## src/rtl/mem_bus_arbiter_if.sv

```systemverilog
// ============================================================================
// mem_bus_arbiter_if : external memory bus between the arbiter and memory
// Revision 1.0 - initial release
// ============================================================================
`default_nettype none

interface mem_bus_arbiter_if;
    logic        bus_req;
    logic        bus_we;
    logic [3:0]  bus_sel;
    logic [31:0] bus_addr;
    logic [31:0] bus_wdata;
    logic [31:0] bus_rdata;
    logic        bus_ack;
    logic        bus_err;

    modport master (
        output bus_req, bus_we, bus_sel, bus_addr, bus_wdata, bus_err,
        input  bus_rdata, bus_ack
    );

    modport slave (
        input  bus_req, bus_we, bus_sel, bus_addr, bus_wdata, bus_err,
        output bus_rdata, bus_ack
    );
endinterface

`default_nettype wire

```

## src/rtl/mem_bus_arbiter.sv

```systemverilog
// ============================================================================
// mem_bus_arbiter : serialises fetch and data ports onto one memory bus,
//                   data first, with per-port stalls and a bus timeout
// Revision 1.0 - initial release
// ============================================================================
`default_nettype none

module mem_bus_arbiter #(
    parameter int unsigned TIMEOUT = 255
) (
    input  logic               clk,
    input  logic               rst,
    input  logic               if_ce_i,
    input  logic [31:0]        if_addr_i,
    output logic [31:0]        if_data_o,
    output logic               if_stall_o,
    input  logic               d_ce_i,
    input  logic               d_we_i,
    input  logic [3:0]         d_sel_i,
    input  logic [31:0]        d_addr_i,
    input  logic [31:0]        d_wdata_i,
    output logic [31:0]        d_rdata_o,
    output logic               d_stall_o,
    mem_bus_arbiter_if.master  bus
);

    localparam logic [1:0] S_IDLE = 2'd0;
    localparam logic [1:0] S_DATA = 2'd1;
    localparam logic [1:0] S_INST = 2'd2;

    localparam logic [9:0] C_TMO_LAST = 10'(TIMEOUT - 1);

    logic [1:0]  state_q,   state_d;
    logic        i_done_q,  i_done_d;
    logic        d_done_q,  d_done_d;
    logic        req_q,     req_d;
    logic        we_q,      we_d;
    logic [3:0]  sel_q,     sel_d;
    logic [31:0] addr_q,    addr_d;
    logic [31:0] wdata_q,   wdata_d;
    logic        err_q,     err_d;
    logic [9:0]  cnt_q,     cnt_d;
    logic [31:0] if_data_q, if_data_d;
    logic [31:0] d_rdata_q, d_rdata_d;

    logic w_if_stall;
    logic w_d_stall;
    logic w_advance;
    logic w_is_data;
    logic w_port_ce;

    assign w_if_stall = if_ce_i & ~i_done_q;
    assign w_d_stall  = d_ce_i  & ~d_done_q;
    assign w_advance  = ~w_if_stall & ~w_d_stall;
    assign w_is_data  = (state_q == S_DATA);
    assign w_port_ce  = w_is_data ? d_ce_i : if_ce_i;

    // Stalls are gated by reset so the pipeline is never frozen while held in reset
    assign if_stall_o = rst & w_if_stall;
    assign d_stall_o  = rst & w_d_stall;

    assign if_data_o     = if_data_q;
    assign d_rdata_o     = d_rdata_q;
    assign bus.bus_req   = req_q;
    assign bus.bus_we    = we_q;
    assign bus.bus_sel   = sel_q;
    assign bus.bus_addr  = addr_q;
    assign bus.bus_wdata = wdata_q;
    assign bus.bus_err   = err_q;

    always_comb begin
        state_d   = state_q;
        i_done_d  = i_done_q;
        d_done_d  = d_done_q;
        req_d     = req_q;
        we_d      = we_q;
        sel_d     = sel_q;
        addr_d    = addr_q;
        wdata_d   = wdata_q;
        err_d     = err_q;
        cnt_d     = cnt_q;
        if_data_d = if_data_q;
        d_rdata_d = d_rdata_q;

        if (w_advance) begin
            i_done_d = 1'b0;
            d_done_d = 1'b0;
        end

        case (state_q)
            S_IDLE: begin
                // Data wins a tie: the MEM-stage instruction is the older one
                if (d_ce_i && !d_done_q) begin
                    state_d = S_DATA;
                    req_d   = 1'b1;
                    we_d    = d_we_i;
                    sel_d   = d_sel_i;
                    addr_d  = d_addr_i;
                    wdata_d = d_we_i ? d_wdata_i : 32'h0;
                    cnt_d   = 10'd0;
                end else if (if_ce_i && !i_done_q) begin
                    state_d = S_INST;
                    req_d   = 1'b1;
                    we_d    = 1'b0;
                    sel_d   = 4'hF;
                    addr_d  = if_addr_i;
                    wdata_d = 32'h0;
                    cnt_d   = 10'd0;
                end
            end

            S_DATA, S_INST: begin
                if (bus.bus_ack || (cnt_q == C_TMO_LAST)) begin
                    state_d = S_IDLE;
                    req_d   = 1'b0;
                    we_d    = 1'b0;
                    cnt_d   = 10'd0;
                    if (!bus.bus_ack) begin
                        err_d = 1'b1;
                    end
                    // A flushed port (ce dropped) neither completes nor updates its register
                    if (w_port_ce) begin
                        if (w_is_data) begin
                            d_done_d  = 1'b1;
                            d_rdata_d = (bus.bus_ack && !we_q) ? bus.bus_rdata : 32'h0;
                        end else begin
                            i_done_d  = 1'b1;
                            if_data_d = bus.bus_ack ? bus.bus_rdata : 32'h0;
                        end
                    end
                end else begin
                    cnt_d = cnt_q + 10'd1;
                end
            end

            default: state_d = S_IDLE;
        endcase
    end

    always_ff @(posedge clk or negedge rst) begin
        if (!rst) begin
            state_q   <= S_IDLE;
            i_done_q  <= 1'b0;
            d_done_q  <= 1'b0;
            req_q     <= 1'b0;
            we_q      <= 1'b0;
            sel_q     <= 4'h0;
            addr_q    <= 32'h0;
            wdata_q   <= 32'h0;
            err_q     <= 1'b0;
            cnt_q     <= 10'd0;
            if_data_q <= 32'h0;
            d_rdata_q <= 32'h0;
        end else begin
            state_q   <= state_d;
            i_done_q  <= i_done_d;
            d_done_q  <= d_done_d;
            req_q     <= req_d;
            we_q      <= we_d;
            sel_q     <= sel_d;
            addr_q    <= addr_d;
            wdata_q   <= wdata_d;
            err_q     <= err_d;
            cnt_q     <= cnt_d;
            if_data_q <= if_data_d;
            d_rdata_q <= d_rdata_d;
        end
    end

endmodule

`default_nettype wire

```

## src/flat_wrapper.sv

```systemverilog
// flat-port wrapper written by rule: the top's interface ports become plain ports
module mem_bus_arbiter_flat 
#(
    parameter int unsigned TIMEOUT = 255
)
  (clk, rst, if_ce_i, if_addr_i, if_data_o, if_stall_o, d_ce_i, d_we_i, d_sel_i, d_addr_i, d_wdata_i, d_rdata_o, d_stall_o, bus_bus_req, bus_bus_we, bus_bus_sel, bus_bus_addr, bus_bus_wdata, bus_bus_err, bus_bus_rdata, bus_bus_ack);
  mem_bus_arbiter_if bus_i ();
  input  logic clk;
  input  logic rst;
  input  logic if_ce_i;
  input  logic [31:0] if_addr_i;
  output logic [31:0] if_data_o;
  output logic if_stall_o;
  input  logic d_ce_i;
  input  logic d_we_i;
  input  logic [3:0] d_sel_i;
  input  logic [31:0] d_addr_i;
  input  logic [31:0] d_wdata_i;
  output logic [31:0] d_rdata_o;
  output logic d_stall_o;
  output wire logic [$bits(bus_i.bus_req)-1:0] bus_bus_req;
  output wire logic [$bits(bus_i.bus_we)-1:0] bus_bus_we;
  output wire logic [$bits(bus_i.bus_sel)-1:0] bus_bus_sel;
  output wire logic [$bits(bus_i.bus_addr)-1:0] bus_bus_addr;
  output wire logic [$bits(bus_i.bus_wdata)-1:0] bus_bus_wdata;
  output wire logic [$bits(bus_i.bus_err)-1:0] bus_bus_err;
  input wire logic [$bits(bus_i.bus_rdata)-1:0] bus_bus_rdata;
  input wire logic [$bits(bus_i.bus_ack)-1:0] bus_bus_ack;
  assign bus_bus_req = bus_i.bus_req;
  assign bus_bus_we = bus_i.bus_we;
  assign bus_bus_sel = bus_i.bus_sel;
  assign bus_bus_addr = bus_i.bus_addr;
  assign bus_bus_wdata = bus_i.bus_wdata;
  assign bus_bus_err = bus_i.bus_err;
  assign bus_i.bus_rdata = bus_bus_rdata;
  assign bus_i.bus_ack = bus_bus_ack;
  mem_bus_arbiter #(.TIMEOUT(TIMEOUT)) u_core (.clk(clk), .rst(rst), .if_ce_i(if_ce_i), .if_addr_i(if_addr_i), .if_data_o(if_data_o), .if_stall_o(if_stall_o), .d_ce_i(d_ce_i), .d_we_i(d_we_i), .d_sel_i(d_sel_i), .d_addr_i(d_addr_i), .d_wdata_i(d_wdata_i), .d_rdata_o(d_rdata_o), .d_stall_o(d_stall_o), .bus(bus_i));
endmodule
```

## config.mk

```make
export PLATFORM = sky130hd
export DESIGN_NAME = mem_bus_arbiter_flat
export DESIGN_NICKNAME = d
export VERILOG_FILES = /design/src/rtl/mem_bus_arbiter_if.sv /design/src/rtl/mem_bus_arbiter.sv /design/src/flat_wrapper.sv
export SDC_FILE = /design/constraint.sdc
export NUM_CORES = 1
export LEC_CHECK = 0
export BUFFER_PORTS_ARGS = -buffer_cell sky130_fd_sc_hd__buf_2
export CAP_MARGIN = 20
export CORE_ASPECT_RATIO = 0.6
export CORE_MARGIN = 2
export CORE_UTILIZATION = 48
export CTS_CLUSTER_SIZE = 20
export DETAILED_ROUTE_END_ITERATION = 7
export GPL_TIMING_DRIVEN = 0
export PLACE_DENSITY_LB_ADDON = 0.3
export SYNTH_ARGS = -nofsm -noshare
export SYNTH_HDL_FRONTEND = slang
export SYNTH_SLANG_ARGS = --single-unit
export TNS_END_PERCENT = 20
```

## constraint.sdc

```tcl
create_clock -name clk -period 2.5 [get_ports clk]
set_clock_uncertainty 0.2 [all_clocks]
set_input_delay 0.625 -clock clk [delete_from_list [all_inputs] [get_ports clk]]
set_output_delay 0.625 -clock clk [all_outputs]
set_load 0.02 [all_outputs]
```

==> impl_metrics.py <==
metrics = {
    "clocking": {
        "clock-sinks": 149,
        "cts_tree": "yes",
        "path_clk_slew_ns": 0.07,
        "clk_latency_ns": 0.41,
        "cts_buffers": 17,
        "cts_root_buf": "clkbuf_16",
        "cts_max_level": 4,
        "postCtsHoldBufs": 0,
        "clk_path_buf_depth": 2,
    },
    "place": {
        "dp_hpwl_mm": 14.1,
        "place_congestion": 0.855,
        "numPortBuffers": 274,
    },
    "worst_setup_path": {
        "required_ns": 1.67,
        "worstSetupPathType": "input pin to output pin",
        "r2r_setup_slack_ns": 0.10,
        "rr_startpoint": "u_core.cnt_q[0]",
        "worstRegToRegCells": 8,
        "crit_path_end_kind": "output pin",
        "path_max_fanout": 89,
        "worstPathArrival_ns": 1.58,
        "r2r_end": "u_core.if_data_o[27]",
        "cp-start-kind": "input pin",
    },
    "synthesis": {
        "ys.flop_type": "dfrtp_1",
        "syn_nets": 781,
        "synth-edff-count": 0,
        "synth_top_cell_area_share_pct": 58.8,
        "ys.warnings.count": 0,
        "synth-seq-cells": 149,
        "synthTopCellsByArea": "dfrtp_1, nand2_1, a32o_1",
        "syn-instance-count": 637,
        "async_reset_ff_share_pct": 100,
        "post-synth-top-area-cell": "dfrtp_1",
        "seq_area_frac_synth_pct": 58.8,
        "synth_area_um2": 6340,
        "syn-mean-instance-area_um2": 9.95,
        "yosysUniqueCellTypes": 41,
    },
    "power_and_ir_drop": {
        "comb_power_share_pct": 41.7,
        "p_seq_share_pct": 35.2,
        "p_leak_nw": 4.48,
        "power.density_nw_per_um2": 1300,
        "clkPwrFrac_pct": 23.2,
        "power_switching_mw": 4.74,
        "swShare_pct": 42.6,
        "p_total_mw": 11.1,
        "ir_worst_vdd_uv": 693,
        "p_int_mw": 6.39,
    },
    "sta": {
        "slew_headroom_pct": 42.4,
        "fin_crit_sh_pct": 96.4,
        "fin_setup_tns_ns": 0,
        "final-hold-violation-count": 6,
        "min_period_ns": 2.41,
        "rsz0062_at_grt": "true",
        "whs_ns": -0.00369,
        "slew_violations": 0,
        "setup_violations": 0,
        "maxClockFrequency_ghz": 0.415,
        "worstMarginPinSlew_ns": 0.851,
    },
    "die": {
        "rows": 32,
        "dieHeight_um": 93.0,
        "die_area_um2": 14200,
        "io-pin-count": 275,
        "core_area_um2": 12900,
        "die_w_um": 152,
        "start_util_pct": 49.3,
    },
    "routing": {
        "route.detailed.drc": 0,
        "drt_iter0_drc": 353,
        "ant_nets": 0,
        "vias": 5946,
        "routed_wl_mm": 18.9,
        "detail_route.wl_per_cell_um": 17.0,
        "drtPass1Iterations": 5,
        "via_per_inst": 5.34,
    },
    "layout": {
        "fill_cells": 1098,
        "drive_above_1_share_pct": 36.1,
        "areaGrowthSynthToFinish_pct": 35.3,
        "final_cell_mix": "buf_2, dfrtp_1, nand2_1, inv_1, nand3_1",
        "seq_area_um2": 3730,
        "antenna_cells": 0,
        "final_core_util_pct": 66.7,
        "final_net_count": 1075,
        "multi_input_area_um2": 2260,
        "final_common_cell": "buf_2",
    },
    "status": {
        "failed_checks": "hold timing",
        "outcome": "finished, violations left",
    },
    "hold_path": {
        "hold_path_class": "input pin to async pin",
    },
    "global_routing": {
        "antenna_found_initial": 0,
        "grt_overflow": 0,
        "grt_pass1_vias": 5670,
        "grt_max_degree": 90,
        "gr-usage-all-layers_pct": 26.7,
        "grt_first_pass_wirelength_mm": 30.0,
    },
    "job": {
        "maxCapViolCount": 0,
    },
}
## layout make-up
| class | count | area share [%] |
|---|---|---|
| buffer | 48 | 2.65 |
| clock buffer | 18 | 5.12 |
| clock inverter | 14 | 1.78 |
| inverter | 36 | 1.58 |
| multi-input combinational | 403 | 26.4 |
| sequential | 149 | 43.5 |
| tap | 170 | 2.48 |
| timing repair buffer | 276 | 16.5 |
## stage by stage
step | cells | cell area [um^2] | hold slack, ns | setup slack, ns
floorplan | 637 | 6340 | 0.129 | 0.241
global placement | 1081 | 7920 | 0.245 | -2.03
detailed placement | 1082 | 7960 | 0.250 | -0.255
CTS | 1113 | 8550 | 0.0281 | 0.0133
global route | 1114 | 8580 | 0.0555 | -0.0172
finish | 1114 | 8580 | -0.00369 | 0.0902
## state kept, by name, indices dropped and copies added, names as in the netlist
signal,count
u_core.bus.bus_addr,32
u_core.bus.bus_err,1
u_core.bus.bus_req,1
u_core.bus.bus_sel,4
u_core.bus.bus_wdata,32
u_core.bus.bus_we,1
u_core.cnt_q,10
u_core.d_done_q,1
u_core.d_rdata_o,32
u_core.i_done_q,1
u_core.if_data_o,32
u_core.state_q,2
## kinds of logic (layout without fill, tap and decap cells)
logic type	count (synthesis)	count (layout)	synth area share (%)
buffers and inverters	85	392	5.61
multiplexers	5	5	0.888
adder cells (fa/ha/maj)	6	6	1.18
flip-flops	149	149	58.8
AO/OA/AOI/OAI	128	128	14.4
AND/OR/NAND/NOR	264	264	19.0
## critical path, stage by stage
cell	delay (ns)
buf_8	0.47
and2_1	0.23
buf_2	0.18
## worst max-delay path by stage
stage,startpoint,to,slack [ns],cells past startpoint
after CTS,u_core.d_done_q,d_stall_o,0.01,4
after global placement,rst,d_stall_o,-2.03,3
after floorplan,d_ce_i,d_stall_o,0.24,4
final,rst,d_stall_o,0.09,3
after global routing,rst,d_stall_o,-0.02,3
after detailed placement,d_ce_i,d_stall_o,-0.25,6
## synth_stat cells, types with 2 or more instances
library cell	n
ha_1	6
a31o_2	2
a21o_1	3
mux2_1	3
or4_1	6
and2_1	8
a22o_1	6
o31ai_1	6
mux2_2	2
buf_2	17
a21oi_1	9
nand2b_1	3
dfrtp_1	149
a31oi_1	32
a32o_1	27
nor2b_1	2
inv_1	36
nor2_1	35
nand4_1	28
nor3_1	2
nand2_1	137
clkbuf_1	30
o22a_1	4
o21ai_0	32
nand3_1	35
buf_6	2
## layer usage
layer	global-route usage, %	up-vias	wire length, um
met5	0	-	0
met4	7.63	0	282
met3	4.40	22	1030
met2	40.6	211	8630
met1	40.1	2901	8950
li1	-	2812	-
## power groups by stage
stage | clock (mW) | sequential, mW | combinational (mW)
5_1_grt | 2.73 | 4.04 | 5.02
3_3_place_gp | 0 | 3.90 | 4.55
6_report | 2.58 | 3.92 | 4.64
2_1_floorplan | 0 | 5.12 | 1.67
3_5_place_dp | 0 | 3.94 | 4.63
4_1_cts | 2.62 | 3.91 | 4.64
## repair_timing
item | CTS | global route
pin swaps | 0 | 1
cloned | 0 | 0
setup buffers | 0 | 1
endpoints found under the setup margin | 16 | 34
resized for setup | 2 | 10
hold endpoints to repair | 0 | 0
(Power assumes the default switching activity.)
